## src/rtl/uart_pkg.sv

```systemverilog
// Shared definitions for the configurable UART receiver: FSM encoding, parity modes, frame length.
package uart_pkg;

  localparam logic [2:0] S_IDLE       = 3'd0;
  localparam logic [2:0] S_START      = 3'd1;
  localparam logic [2:0] S_DATA       = 3'd2;
  localparam logic [2:0] S_PARITY     = 3'd3;
  localparam logic [2:0] S_STOP       = 3'd4;
  localparam logic [2:0] S_DONE       = 3'd5;
  localparam logic [2:0] S_BREAK_WAIT = 3'd6;

  localparam logic [1:0] PAR_NONE = 2'd0;
  localparam logic [1:0] PAR_EVEN = 2'd1;
  localparam logic [1:0] PAR_ODD  = 2'd2;

  // Start bit + data + optional parity + stop bits.
  function automatic int frame_bits(input int data_bits, input int parity_en, input int stop_bits);
    return 1 + data_bits + parity_en + stop_bits;
  endfunction

endpackage

```

## src/rtl/uart_rx_sampler.sv

```systemverilog
// Input synchroniser plus 3-sample majority voter around the bit midpoint.
// Vote is combinational at count == mid+1 using samples taken at mid-1, mid and the current rx_s.
module uart_rx_sampler #(
  parameter int SYNC_STAGES = 2,
  parameter int CNT_W       = 8
) (
  input  logic             i_Clock,
  input  logic             i_Rst_L,
  input  logic             rx,
  input  logic [CNT_W-1:0] count,
  input  logic [CNT_W-1:0] mid,
  output logic             rx_s,
  output logic             vote_valid,
  output logic             vote
);

  logic [SYNC_STAGES-1:0] sync;
  logic                   samp_a;
  logic                   samp_b;

  always_ff @(posedge i_Clock or negedge i_Rst_L) begin
    if (!i_Rst_L) begin
      sync   <= '1;
      samp_a <= 1'b1;
      samp_b <= 1'b1;
    end else begin
      sync <= {sync[SYNC_STAGES-2:0], rx};
      if (count == mid - CNT_W'(1)) samp_a <= rx_s;
      if (count == mid)             samp_b <= rx_s;
    end
  end

  assign rx_s       = sync[SYNC_STAGES-1];
  assign vote_valid = (count == mid + CNT_W'(1));
  assign vote       = (samp_a & samp_b) | (samp_a & rx_s) | (samp_b & rx_s);

endmodule

```

## src/rtl/uart_rx_cfg.sv

```systemverilog
// Configurable UART receiver (5-9 data bits, optional parity, 1-2 stop bits, break detect).
// o_RX_DV pulses ~MID+2+SYNC_STAGES cycles into the final stop bit; no backpressure, consumer must take each pulse.
module uart_rx_cfg #(
  parameter int CLKS_PER_BIT = 217,
  parameter int DATA_BITS    = 8,
  parameter int PARITY_EN    = 0,
  parameter int PARITY_ODD   = 0,
  parameter int STOP_BITS    = 1,
  parameter int SYNC_STAGES  = 2
) (
  input  logic                 i_Clock,
  input  logic                 i_Rst_L,
  input  logic                 i_RX_Serial,
  output logic                 o_RX_DV,
  output logic [DATA_BITS-1:0] o_RX_Byte,
  output logic                 o_Parity_Err,
  output logic                 o_Frame_Err,
  output logic                 o_Break,
  output logic                 o_Busy
);
  import uart_pkg::*;

  localparam int CW         = $clog2(CLKS_PER_BIT);
  localparam int MID_I      = (CLKS_PER_BIT - 1) / 2;
  localparam int FRAME_BITS = frame_bits(DATA_BITS, PARITY_EN, STOP_BITS);

  localparam logic [CW-1:0] MID        = CW'(MID_I);
  localparam logic [CW-1:0] LAST_CNT   = CW'(CLKS_PER_BIT - 1);
  localparam logic [3:0]    LAST_DATA  = 4'(DATA_BITS);
  localparam logic [3:0]    FIRST_STOP = 4'(1 + DATA_BITS + PARITY_EN);
  localparam logic [3:0]    LAST_STOP  = 4'(FRAME_BITS - 1);
  localparam logic [1:0]    PAR_MODE   = (PARITY_EN == 0) ? PAR_NONE :
                                         (PARITY_ODD != 0) ? PAR_ODD : PAR_EVEN;

  logic [2:0]           state;
  logic [2:0]           state_nxt;
  logic [CW-1:0]        cnt;
  logic [3:0]           pos;
  logic [DATA_BITS-1:0] shreg;
  logic                 parity_err;
  logic                 frame_err;
  logic                 par_zero;
  logic                 stop0_zero;
  logic                 rx_s;
  logic                 vote_valid;
  logic                 vote;
  logic                 par_exp;
  logic                 brk_now;
  logic                 frame_err_now;

  uart_rx_sampler #(
    .SYNC_STAGES (SYNC_STAGES),
    .CNT_W       (CW)
  ) u_sampler (
    .i_Clock    (i_Clock),
    .i_Rst_L    (i_Rst_L),
    .rx         (i_RX_Serial),
    .count      (cnt),
    .mid        (MID),
    .rx_s       (rx_s),
    .vote_valid (vote_valid),
    .vote       (vote)
  );

  assign o_Busy = (state != S_IDLE);

  // Break needs the first stop vote; with one stop bit that is the vote being taken right now.
  always_comb begin
    par_exp       = (^shreg) ^ (PAR_MODE == PAR_ODD);
    brk_now       = (shreg == '0) && ((PARITY_EN == 0) || par_zero) &&
                    ((pos == FIRST_STOP) ? !vote : stop0_zero);
    frame_err_now = frame_err | !vote;
    state_nxt     = state;
    case (state)
      S_IDLE:       if (!rx_s) state_nxt = S_START;
      S_START:      if (vote_valid) state_nxt = vote ? S_IDLE : S_DATA;
      S_DATA:       if (vote_valid && pos == LAST_DATA)
                      state_nxt = (PARITY_EN != 0) ? S_PARITY : S_STOP;
      S_PARITY:     if (vote_valid) state_nxt = S_STOP;
      S_STOP:       if (vote_valid && pos == LAST_STOP) state_nxt = S_DONE;
      S_DONE:       state_nxt = o_Break ? S_BREAK_WAIT : S_IDLE;
      S_BREAK_WAIT: if (rx_s) state_nxt = S_IDLE;
      default:      state_nxt = S_IDLE;
    endcase
  end

  // Counter free-runs modulo CLKS_PER_BIT from START entry, so every bit's vote lands at MID+1.
  always_ff @(posedge i_Clock or negedge i_Rst_L) begin
    if (!i_Rst_L) begin
      state        <= S_IDLE;
      cnt          <= '0;
      pos          <= '0;
      shreg        <= '0;
      parity_err   <= 1'b0;
      frame_err    <= 1'b0;
      par_zero     <= 1'b0;
      stop0_zero   <= 1'b0;
      o_RX_DV      <= 1'b0;
      o_RX_Byte    <= '0;
      o_Parity_Err <= 1'b0;
      o_Frame_Err  <= 1'b0;
      o_Break      <= 1'b0;
    end else begin
      state   <= state_nxt;
      o_RX_DV <= 1'b0;
      if (state == S_IDLE) cnt <= '0;
      else                 cnt <= (cnt == LAST_CNT) ? '0 : cnt + CW'(1);
      case (state)
        S_IDLE: if (!rx_s) begin
          pos        <= '0;
          shreg      <= '0;
          parity_err <= 1'b0;
          frame_err  <= 1'b0;
          par_zero   <= 1'b0;
          stop0_zero <= 1'b0;
        end
        S_START: if (vote_valid && !vote) pos <= 4'd1;
        S_DATA: if (vote_valid) begin
          shreg <= {vote, shreg[DATA_BITS-1:1]};
          pos   <= pos + 4'd1;
        end
        S_PARITY: if (vote_valid) begin
          if (vote != par_exp) parity_err <= 1'b1;
          par_zero <= !vote;
          pos      <= pos + 4'd1;
        end
        S_STOP: if (vote_valid) begin
          if (pos == FIRST_STOP) stop0_zero <= !vote;
          if (!vote) frame_err <= 1'b1;
          pos <= pos + 4'd1;
          if (pos == LAST_STOP) begin
            o_RX_DV      <= 1'b1;
            o_RX_Byte    <= brk_now ? '0 : shreg;
            o_Parity_Err <= parity_err;
            o_Frame_Err  <= frame_err_now | brk_now;
            o_Break      <= brk_now;
          end
        end
        default: ;
      endcase
    end
  end

endmodule

```

## config.mk

```make
export PLATFORM = sky130hd
export DESIGN_NAME = uart_rx_cfg
export DESIGN_NICKNAME = d
export VERILOG_FILES = /design/src/rtl/uart_pkg.sv /design/src/rtl/uart_rx_sampler.sv /design/src/rtl/uart_rx_cfg.sv
export SDC_FILE = /design/constraint.sdc
export NUM_CORES = 1
export LEC_CHECK = 0
export ABC_AREA = 1
export ABC_CLOCK_PERIOD_IN_PS = 1720
export BUFFER_PORTS_ARGS = -buffer_cell sky130_fd_sc_hd__buf_2
export CORE_MARGIN = 1
export CORE_UTILIZATION = 33
export DETAILED_ROUTE_END_ITERATION = 10
export GPL_TIMING_DRIVEN = 0
export HOLD_SLACK_MARGIN = 0.02
export PLACE_DENSITY = 0.49
export SETUP_SLACK_MARGIN = 0.5
export SLEW_MARGIN = 0
export SYNTH_ARGS = -nofsm -noshare
export SYNTH_HDL_FRONTEND = slang
export SYNTH_SLANG_ARGS = --single-unit
```

## constraint.sdc

```tcl
create_clock -name i_Clock -period 1.72 [get_ports i_Clock]
set_input_delay 0.172 -clock i_Clock [delete_from_list [all_inputs] [get_ports i_Clock]]
set_output_delay 0.172 -clock i_Clock [all_outputs]
set_load 0.01 [all_outputs]
```

==> flow_metrics.env, run 1 <==
export IMPL_status="finished, final reports clean"
export IMPL_grt_ovfl_total=0
export IMPL_viasPerCell=4.81
export IMPL_powerDensity_nw_per_um2=509
export IMPL_postRouteAntennaNets=0
export IMPL_finalCritPeriodShare_pct=88.0
export IMPL_start_kind="flip-flop"
export IMPL_r2r_setup_slack_ps=210
export IMPL_wl_per_cell_microns=13.3
export IMPL_crit_fanout=4
export IMPL_ys_ff_latch=42
export IMPL_tns_ps=0
export IMPL_antenna_cells=0
export IMPL_core_sq_um=6460
export IMPL_hpwl_microns=3300
export IMPL_grt_first_pass_wirelength_microns=9910
export IMPL_worst_pin_slew_ps=949
export IMPL_dieArea_sq_um=7160
export IMPL_fin_nets=381
export IMPL_critPathKind="reg2reg"
export IMPL_critPathRequiredTime_ps=1960
export IMPL_cts_sinks=42
export IMPL_ir_drop_uv=350
export IMPL_rsz0062_at_grt="true"
export IMPL_drtIter0Drc=120
export IMPL_hold_class="in2async"
export IMPL_numCtsBuffers=5
export IMPL_p_leak_nw=1.75
export IMPL_gp_congestion=0.755
export IMPL_netlist_area_sq_um=2250
export IMPL_antenna_found_initial=0
export IMPL_end_kind="flip-flop"
export IMPL_port_buffer_count=15
export IMPL_wirelength_microns=5940
export IMPL_syn_to_final_growth_pct=59.1
export IMPL_cts_buffer_depth=2
export IMPL_drt_first_pass_iters=6
export IMPL_yosys_warnings=0
export IMPL_grt_max_degree=43
export IMPL_hold_viol=0
export IMPL_tritoncts="built"
export IMPL_synth_nets=298
export IMPL_die_w_microns=84.6
export IMPL_layout_cells_most_common_list="55 x nand2_1, 40 x buf_4, 34 x dfrtp_1, 23 x buf_6, 22 x nand3_2"
export IMPL_rows=29
export IMPL_insertion_delay_ps=300
export IMPL_die_h_microns=84.6
export IMPL_async_reset_ff_share_pct=100
export IMPL_synthCells=285
export IMPL_yosysSeqAreaShare_pct=46.9
export IMPL_max_freq_mhz=660
export IMPL_track_usage_pct=17.7
export IMPL_yosysUniqueCellTypes=25
export IMPL_final_max_slew_viol_count=0
export IMPL_maxCapViolations=0
export IMPL_cp_arrival_ps=1750
export IMPL_final_core_util_pct=55.5
export IMPL_synth_top_flop_cell="dfrtp_1"
export IMPL_min_period_ps=1510
export IMPL_path_clk_slew_ps=90
export IMPL_synth_avg_cell_area_sq_um=7.91
export IMPL_vias=2146
export IMPL_htreeDepth=2
export IMPL_grt_pass1_vias=2107
export IMPL_max_slew_margin_pct=36.7
export IMPL_synth_edff_count=0
export IMPL_clock_root_buffer="clkbuf_8"
export IMPL_start_util_pct=34.9
export IMPL_final_common_cell="nand2_1"
export IMPL_ioPinCount=16
export IMPL_drive_gt1_share_pct=56.6
export IMPL_drc=0
export IMPL_skew_ps=4.50
export IMPL_setup_violations=0
-- kinds of logic (layout without fill, tap and decap cells) --
logic type / count (synthesis) / after routing / share of synthesized area, %
and+or+nand+nor: 156 / 156 / 31.0
buffers and inverters: 47 / 131 / 8.55
DFF: 42 / 42 / 46.9
AOI/OAI and AO/OA: 28 / 28 / 7.27
adders and majority gates: 10 / 10 / 5.55
xor gates and xnor gates: 2 / 2 / 0.777
-- cell usage after synthesis (2+ instances only) --
| library cell | instances | area [sq um] |
|---|---|---|
| buf_6 | 2 | 22.5 |
| nand2_1 | 78 | 293 |
| nor2_1 | 19 | 71.3 |
| ha_1 | 10 | 125 |
| inv_1 | 39 | 146 |
| nand3_1 | 36 | 180 |
| a21oi_1 | 3 | 15.0 |
| o21ai_0 | 10 | 50.1 |
| o211ai_1 | 2 | 15.0 |
| nand4_1 | 3 | 18.8 |
| nor2_4 | 4 | 45.0 |
| dfrtp_1 | 38 | 951 |
| nor3_1 | 8 | 40.0 |
| nand2_2 | 6 | 37.5 |
| inv_2 | 5 | 18.8 |
| dfstp_2 | 4 | 105 |
| o21ai_1 | 10 | 50.1 |
-- report_power, final --
part / leakage, nW / internal [mW] / switching, mW
logic: 1.14 / 0.00747 / 0.0228
clock network: 0.0514 / 0.433 / 0.367
registers: 0.552 / 0.991 / 0.00193
-- timing repair --
item                       CTS  global route
resized for setup           97            55
cloned                       3             0
setup endpoints to repair   38            40
setup buffers               46            11
hold endpoints to repair     1             0
pin swaps                   33            30
hold buffers                 1             0
-- path summary, 6_finish.rpt --
| check | start | to | cells after the start |
|---|---|---|---|
| min in group i_Clock | u_sampler.sync[0] | u_sampler.sync[1] | 0 |
| max in group asynchronous | i_Rst_L | state[1] | 1 |
| setup / recovery | state[1] | shreg[3] | 9 |
| hold reg to reg | u_sampler.sync[0] | u_sampler.sync[1] | 0 |
| setup reg to reg | state[1] | shreg[3] | 9 |
| hold / removal | i_Rst_L | cnt[3] | 1 |
-- critical path, stage by stage (launching register included) --
cell and delay (ps):
dfrtp_2 430, nor2_4 140, inv_4 60, nor2_4 110, buf_6 120, o21ai_4 50, a21oi_4 230, buf_6 170
nand3_2 70, o21ai_2 60
-- sequential cells by signal, summed over array words and instances (netlist names) --
| register | flops |
|---|---|
| parity_err | 1 |
| u_sampler.samp_b | 1 |
| o_Break | 1 |
| o_RX_Byte | 8 |
| state | 3 |
| frame_err | 1 |
| o_RX_DV | 1 |
| shreg | 8 |
| o_Frame_Err | 1 |
| stop0_zero | 1 |
| pos | 4 |
| u_sampler.samp_a | 1 |
| u_sampler.sync | 2 |
| cnt | 8 |
| o_Parity_Err | 1 |
-- per-layer routing --
metal / vias to the layer above / global-route usage, % / part of all wire [%]
met1: 1023 / 23.4 / 47
met5: - / 0 / 0
met4: 0 / 7.09 / 1.6
met2: 32 / 28.9 / 49
li1: 1080 / - / -
met3: 11 / 2.95 / 2.1
-- area by class of cell --
class | instances | area, sq um
clock inverter | 2 | 37.5
clock buffer | 6 | 72.6
timing repair buffer | 76 | 626
multi-input combinational | 196 | 1480
buffer | 3 | 33.8
sequential | 42 | 1060
tap | 77 | 96.3
fill | 602 | 2870
inverter | 44 | 183
-- stage by stage --
stage / hold slack [ps] / total power [mW] / cells / setup WS (ps) / cell area (sq um)
5_1_grt: 96.5 / 1.89 / 446 / 104 / 3590
3_3_place_gp: 281 / 1.04 / 377 / -138 / 2460
4_1_cts: 56.8 / 1.84 / 435 / 198 / 3310
2_1_floorplan: -124 / 1.01 / 285 / 256 / 2290
6_report: 5.78 / 1.82 / 446 / 206 / 3590
3_5_place_dp: 283 / 1.04 / 377 / -121 / 2460
No activity file was read; power rests on OpenSTA's default activity.
==> run 2: changes to the inputs <==
==> constraint.sdc (replaced) <==
create_clock -name i_Clock -period 1.72 [get_ports i_Clock]
set_input_delay 0 -clock i_Clock [delete_from_list [all_inputs] [get_ports i_Clock]]
set_output_delay 0 -clock i_Clock [all_outputs]
set_load 0.01 [all_outputs]
==> run 2 against run 1 <==
  * Via count is 3.0% lower
  * Register-to-register slack is essentially flat
  * Power about the same
  * Clock power is 0.5% lower
  * Critical path depth decreased by 1
  * Cell count decreased by 2.0%
  * Largest cell class unchanged
==> flow_metrics.env, run 2 (synthesis gave the netlist of run 1 again) <==
export IMPL_wirelength_microns=5800
export IMPL_crit_fanout=5
export IMPL_tritoncts="built"
export IMPL_status="finished, final reports clean"
export IMPL_core_sq_um=6460
export IMPL_clock_root_buffer="clkbuf_8"
export IMPL_r2r_setup_slack_ps=200
export IMPL_power_frac_comb_pct=1.9
export IMPL_viasPerCell=4.76
export IMPL_skew_ps=2.77
export IMPL_r2r_end="shreg[6]"
export IMPL_stdcell_count=437
export IMPL_pwr_share_seq_pct=54.4
export IMPL_p_sw_mw=0.389
export IMPL_syn_to_final_growth_pct=54.7
export IMPL_start_kind="flip-flop"
export IMPL_setup_violations=0
export IMPL_dieArea_sq_um=7160
export IMPL_hpwl_microns=3300
export IMPL_dpl_worst_slack_ps=-121
export IMPL_grt_pass1_vias=2067
export IMPL_hold_class="in2async"
export IMPL_placed_cells=377
export IMPL_multi_input_area_sq_um=1470
export IMPL_cp_arrival_ps=1750
export IMPL_drt_first_pass_iters=6
export IMPL_final_max_slew_viol_count=0
export IMPL_grt_first_pass_wirelength_microns=9510
export IMPL_start_util_pct=34.9
export IMPL_largestRegisters="cnt: 8 flops, o_RX_Byte: 8 flops, shreg: 8 flops"
export IMPL_tns_ps=0
export IMPL_antenna_found_initial=0
export IMPL_max_freq_mhz=657
export IMPL_vias=2081
export IMPL_htreeDepth=2
export IMPL_gp_congestion=0.755
export IMPL_final_common_cell="nand2_1"
export IMPL_clockPowerShare_pct=43.7
export IMPL_wl_per_cell_microns=13.3
export IMPL_hold_ws_ps=258
export IMPL_r2r_worst_path_cells=8
export IMPL_ir_drop_uv=355
export IMPL_cts_buffer_depth=2
export IMPL_drc=0
export IMPL_postRouteAntennaNets=0
export IMPL_critPathKind="reg2reg"
export IMPL_final_seq_area_sq_um=1060
export IMPL_max_slew_margin_pct=60.7
export IMPL_die_h_microns=84.6
export IMPL_path_clk_slew_ps=80
export IMPL_powerDensity_nw_per_um2=523
export IMPL_max_stage_delay_ps=460
export IMPL_end_kind="flip-flop"
export IMPL_min_period_ps=1520
export IMPL_final_core_util_pct=54.0
export IMPL_worst_pin_slew_ps=590
export IMPL_timing_rr_start="state[1]"
export IMPL_hold_viol=0
export IMPL_p_leak_nw=1.69
export IMPL_grt_max_degree=43
export IMPL_worst_slack_ps=197
export IMPL_rsz0062_at_grt="true"
export IMPL_maxCapViolations=0
export IMPL_ioPinCount=16
export IMPL_track_usage_pct=16.7
export IMPL_critPathRequiredTime_ps=1950
export IMPL_crit_chain="nor2_4 > inv_4 > nor2_4 > o21ai_2 > a21oi_4 > buf_6 > nand3_2 > o21ai_1"
export IMPL_insertion_delay_ps=300
export IMPL_final_area_sq_um=3490
export IMPL_numCtsBuffers=5
export IMPL_grt_ovfl_total=0
export IMPL_finalCritPeriodShare_pct=88.5
export IMPL_sw_frac_of_total_pct=21.3
export IMPL_worst_path_max_delay_cell="dfrtp_2"
export IMPL_fin_nets=372
export IMPL_cpMostUsedCell="nor2_4"
export IMPL_drtIter0Drc=96
export IMPL_placed_cell_area_sq_um=2460
export IMPL_p_total_mw=1.82
export IMPL_drive_gt1_share_pct=54.2
export IMPL_fill_cells=589
export IMPL_layout_cells_most_common_list="57 x nand2_1, 36 x buf_4, 33 x dfrtp_1, 20 x inv_2, 20 x nand3_1"
export IMPL_cts_sinks=42
export IMPL_port_buffer_count=15
export IMPL_antenna_cells=0
export IMPL_rows=29
export IMPL_die_w_microns=84.6
export IMPL_internal_power_mw=1.43
-- run 2: cell types whose count changed in the layout (fill, tap and decap cells not counted), moves of 3 or more --
cell / before / now
buf_4: 40 / 36
buf_6: 23 / 18
nand2_4: 9 / 6
nand3_1: 12 / 20
nand3_2: 22 / 14
nor3_1: 6 / 2
-- run 2: how the worst max path moves through the flow --
stage	slack [ps]	to	from
4_1_cts	240	o_RX_Byte[2]	state[1]
3_5_place_dp	-120	o_RX_Byte[2]	pos[1]
6_report	200	shreg[6]	state[1]
2_1_floorplan	260	o_RX_Byte[0]	pos[1]
3_3_place_gp	-140	o_RX_Byte[3]	pos[1]
5_1_grt	100	shreg[5]	state[1]
-- run 2: cell type report --
class | count | share of cell area [%]
multi-input cells | 196 | 42.1
inverters | 44 | 5.31
repair buffers | 67 | 15.2
clock inverters | 2 | 1.08
flip-flops and latches | 42 | 30.5
plain buffers | 3 | 0.969
clock buffers | 6 | 2.08
well taps | 77 | 2.76
-- run 2: critical path: cells and delay by family, from the launching register on --
| family | cells | cell delay [ps] |
|---|---|---|
| AO/OA/AOI/OAI | 3 | 390 |
| flip-flops | 1 | 460 |
| buffers and inverters | 2 | 230 |
| AND/OR/NAND/NOR | 3 | 370 |
-- run 2: what timing repair did --
action                                 CTS  global route
setup buffers                           38             9
gates resized for setup                 74            74
setup endpoints to repair               38            43
pin swaps                               32            21
endpoints found under the hold margin   39             0
cloned                                   2             1
hold buffers                             2             0
-- run 2: per-layer routing --
| metal | track usage, % | share of wire, % | vias up | wire length [microns] |
|---|---|---|---|---|
| met5 | 0 | 0 | - | 0 |
| met4 | 5.24 | 1.3 | 0 | 74 |
| met3 | 3.24 | 2.3 | 7 | 131 |
| met2 | 26.9 | 49 | 23 | 2820 |
| met1 | 22.6 | 48 | 988 | 2770 |
| li1 | - | - | 1063 | - |
-- run 2: power groups by stage --
stage,logic [mW],registers (mW),clock network [mW]
after floorplan,0.000562,1.01,0
after global placement,0.0236,1.01,0
after detailed placement,0.0235,1.01,0
after CTS,0.0350,0.993,0.813
after global routing,0.0398,0.993,0.856
final,0.0341,0.992,0.796
==> run 3: changes to the inputs <==
--- a/config.mk
+++ b/config.mk
@@ -18,4 +18,5 @@
 export SLEW_MARGIN = 0
 export SYNTH_ARGS = -nofsm -noshare
 export SYNTH_HDL_FRONTEND = slang
+export SYNTH_HIERARCHICAL = 1
 export SYNTH_SLANG_ARGS = --single-unit
==> run 3 against run 2 <==
  * The flow now finishes with violations (negative setup slack)
  * Count of clock-buffer cells in the layout is 1 lower
  * Combinational power grew to 56 times the previous value
  * Cell count is 24% higher
  * Synthesized cell count up 19%
  * Register-to-register slack got worse by 460 ps
  * Flip-flop and latch count stayed put
  * Maximum frequency fell by 23%
  * Highest routed layer unchanged
==> flow_metrics.env, run 3 <==
export IMPL_status="finished with violations"
export IMPL_violations="negative setup slack"
export IMPL_port_buffer_count=15
export IMPL_worst_pin_slew_ps=592
export IMPL_max_slew_margin_pct=60.5
export IMPL_critPathKind="reg2reg"
export IMPL_synth_most_common_cell="nand2_1"
export IMPL_powerDensity_nw_per_um2=1070
export IMPL_end_kind="flip-flop"
export IMPL_die_w_microns=90.6
export IMPL_dieArea_sq_um=8200
export IMPL_wl_per_cell_microns=11.5
export IMPL_hold_class="in2async"
export IMPL_netlist_area_sq_um=2590
export IMPL_p_leak_nw=1.85
export IMPL_layout_cells_most_common_list="70 x nand2_1, 40 x conb_1, 34 x inv_1, 34 x nand3_1, 32 x dfrtp_1"
export IMPL_antenna_cells=0
export IMPL_setup_violations=27
export IMPL_synth_top_flop_cell="dfrtp_1"
export IMPL_die_h_microns=90.6
export IMPL_start_util_pct=34.9
export IMPL_start_kind="flip-flop"
export IMPL_cp_arrival_ps=2170
export IMPL_synth_area_leaders="dfrtp_1 37%, nand2_1 12%, nand3_1 7.7%"
export IMPL_worst_slack_ps=-260
export IMPL_drt_first_pass_iters=4
export IMPL_crit_fanout=5
export IMPL_insertion_delay_ps=300
export IMPL_yosys_warnings=6
export IMPL_drive_gt1_share_pct=35.4
export IMPL_wirelength_microns=6220
export IMPL_maxCapViolations=0
export IMPL_postRouteAntennaNets=0
export IMPL_ioPinCount=16
export IMPL_track_usage_pct=16.3
export IMPL_grt_pass1_vias=2317
export IMPL_fill_cells=731
export IMPL_hold_viol=0
export IMPL_yosysSeqAreaShare_pct=40.8
export IMPL_synth_avg_cell_area_sq_um=7.64
export IMPL_synth_top_area_share_pct=36.7
export IMPL_yosysUniqueCellTypes=35
export IMPL_clock_root_buffer="clkbuf_8"
export IMPL_async_reset_ff_share_pct=100
export IMPL_synth_commonest_cells="85 x nand2_1, 40 x nand3_1, 39 x inv_1"
export IMPL_grt_first_pass_wirelength_microns=10900
export IMPL_htreeDepth=2
export IMPL_critPathRequiredTime_ps=1910
export IMPL_core_sq_um=7410
export IMPL_gp_congestion=0.799
export IMPL_largestRegisters="cnt: 8 flops, o_RX_Byte: 8 flops, shreg: 8 flops"
export IMPL_rows=31
export IMPL_min_period_ps=1980
export IMPL_skew_ps=8.55
export IMPL_cts_buffer_depth=2
export IMPL_numCtsBuffers=5
export IMPL_vias=2484
export IMPL_final_max_slew_viol_count=0
export IMPL_final_core_util_pct=50.4
export IMPL_max_freq_mhz=505
export IMPL_grt_max_degree=43
export IMPL_synth_edff_count=0
export IMPL_final_common_cell="nand2_1"
export IMPL_hpwl_microns=4090
export IMPL_ir_drop_uv=702
export IMPL_grt_ovfl_total=0
export IMPL_drc=0
export IMPL_rsz0062_at_grt="true"
export IMPL_viasPerCell=4.57
export IMPL_synthCells=339
export IMPL_yosys_area_top_type="dfrtp_1"
export IMPL_cts_sinks=42
export IMPL_drtIter0Drc=116
export IMPL_finalCritPeriodShare_pct=115
export IMPL_fin_nets=457
export IMPL_hold_ws_ps=264
export IMPL_tritoncts="built"
export IMPL_syn_to_final_growth_pct=44.3
export IMPL_ys_ff_latch=42
export IMPL_antenna_found_initial=0
export IMPL_path_clk_slew_ps=90
==> run 3: cell count changes after synthesis, sizes merged, moves of 3 or more <==
| cell | previous run | this run |
|---|---|---|
| o21ai | 21 | 29 |
| xor2 | 1 | 9 |
| nand4 | 3 | 9 |
| a21oi | 5 | 10 |
| inv | 44 | 49 |
| nand3 | 36 | 41 |
| nand2 | 84 | 88 |
| nor3b | 0 | 3 |
==> run 3: stage by stage <==
stage               power [mW]  setup TNS, ps  setup WS (ps)  instances  instance area [sq um]
CTS                       3.78          -5560           -301        535                   3520
global placement          2.43         -11560           -525        491                   2940
global route              4.30          -9040           -413        543                   3730
finish                    3.99          -4570           -260        543                   3730
detailed placement        2.44         -12210           -581        491                   2940
floorplan                 2.16           -310          -37.2        377                   2740
==> run 3: report_power, final <==
part	leakage, nW	internal (mW)	switching, mW	total (mW)
combinational	1.25	0.796	1.11	1.91
sequential	0.551	1.13	0.112	1.25
clock	0.0563	0.443	0.387	0.830
==> run 3: critical path: stages, from the launching register on <==
cell and delay, ps:
dfrtp_1 410, inv_2 70, nand2_2 40, nand2_2 80, nand3_2 90, a21oi_2 120, o2111ai_2 120, nor2_2 120
buf_6 130, nand4_1 100, buf_6 160, nor2_8 140, buf_12 150, inv_8 40, nand2_2 50, o21ai_1 50
==> run 3: cell families after synthesis <==
family                     count (synthesis)  synth area share (%)
and+or+nand+nor                          179                  32.1
buffers and inverters                     50                  7.54
AOI/OAI and AO/OA                         42                  9.23
DFF                                       42                  40.8
xor gates and xnor gates                  12                  4.35
adders and majority gates                 12                  5.70
other                                      2                 0.290
==> run 3: path summary, 6_finish.rpt <==
path	start	endpoint	slack, ps	cells after the start
worst max-delay path	cnt[1]	o_RX_Byte[5]	-260	15
worst min-delay path	i_Rst_L	o_RX_DV	260	2
worst max register to register	cnt[1]	o_RX_Byte[5]	-260	15
worst min register to register	u_sampler/sync[0]	u_sampler/sync[1]	360	0
max in group asynchronous	i_Rst_L	cnt[6]	1020	2
min in group i_Clock	i_RX_Serial	u_sampler/sync[0]	340	2
==> run 3: timing repair <==
action                                 CTS  global route
hold buffers                             2             0
setup buffers                           31             8
endpoints found under the hold margin   39             0
pin swaps                               24            18
resized for setup                       58            47
setup endpoints to repair               40            64
cloned                                   3             0
==> run 3: layer usage <==
metal | up-vias | share of wire [%] | track usage [%]
met5 | - | 0 | 0
met4 | 0 | 0.50 | 2.42
met3 | 4 | 2.5 | 2.53
met2 | 28 | 46 | 27.0
met1 | 1172 | 51 | 22.9
li1 | 1280 | - | -
==> run 3: cell type report <==
type	count	area, sq um	area share (%)
clock buffer	5	68.8	1.84
buffer	1	11.3	0.302
inverter	49	194	5.19
sequential	42	1060	28.5
timing repair buffer	57	459	12.3
multi-input combinational	286	1760	47.0
clock inverter	3	48.8	1.31
tap	99	124	3.32
timing repair inverter	1	8.76	0.235
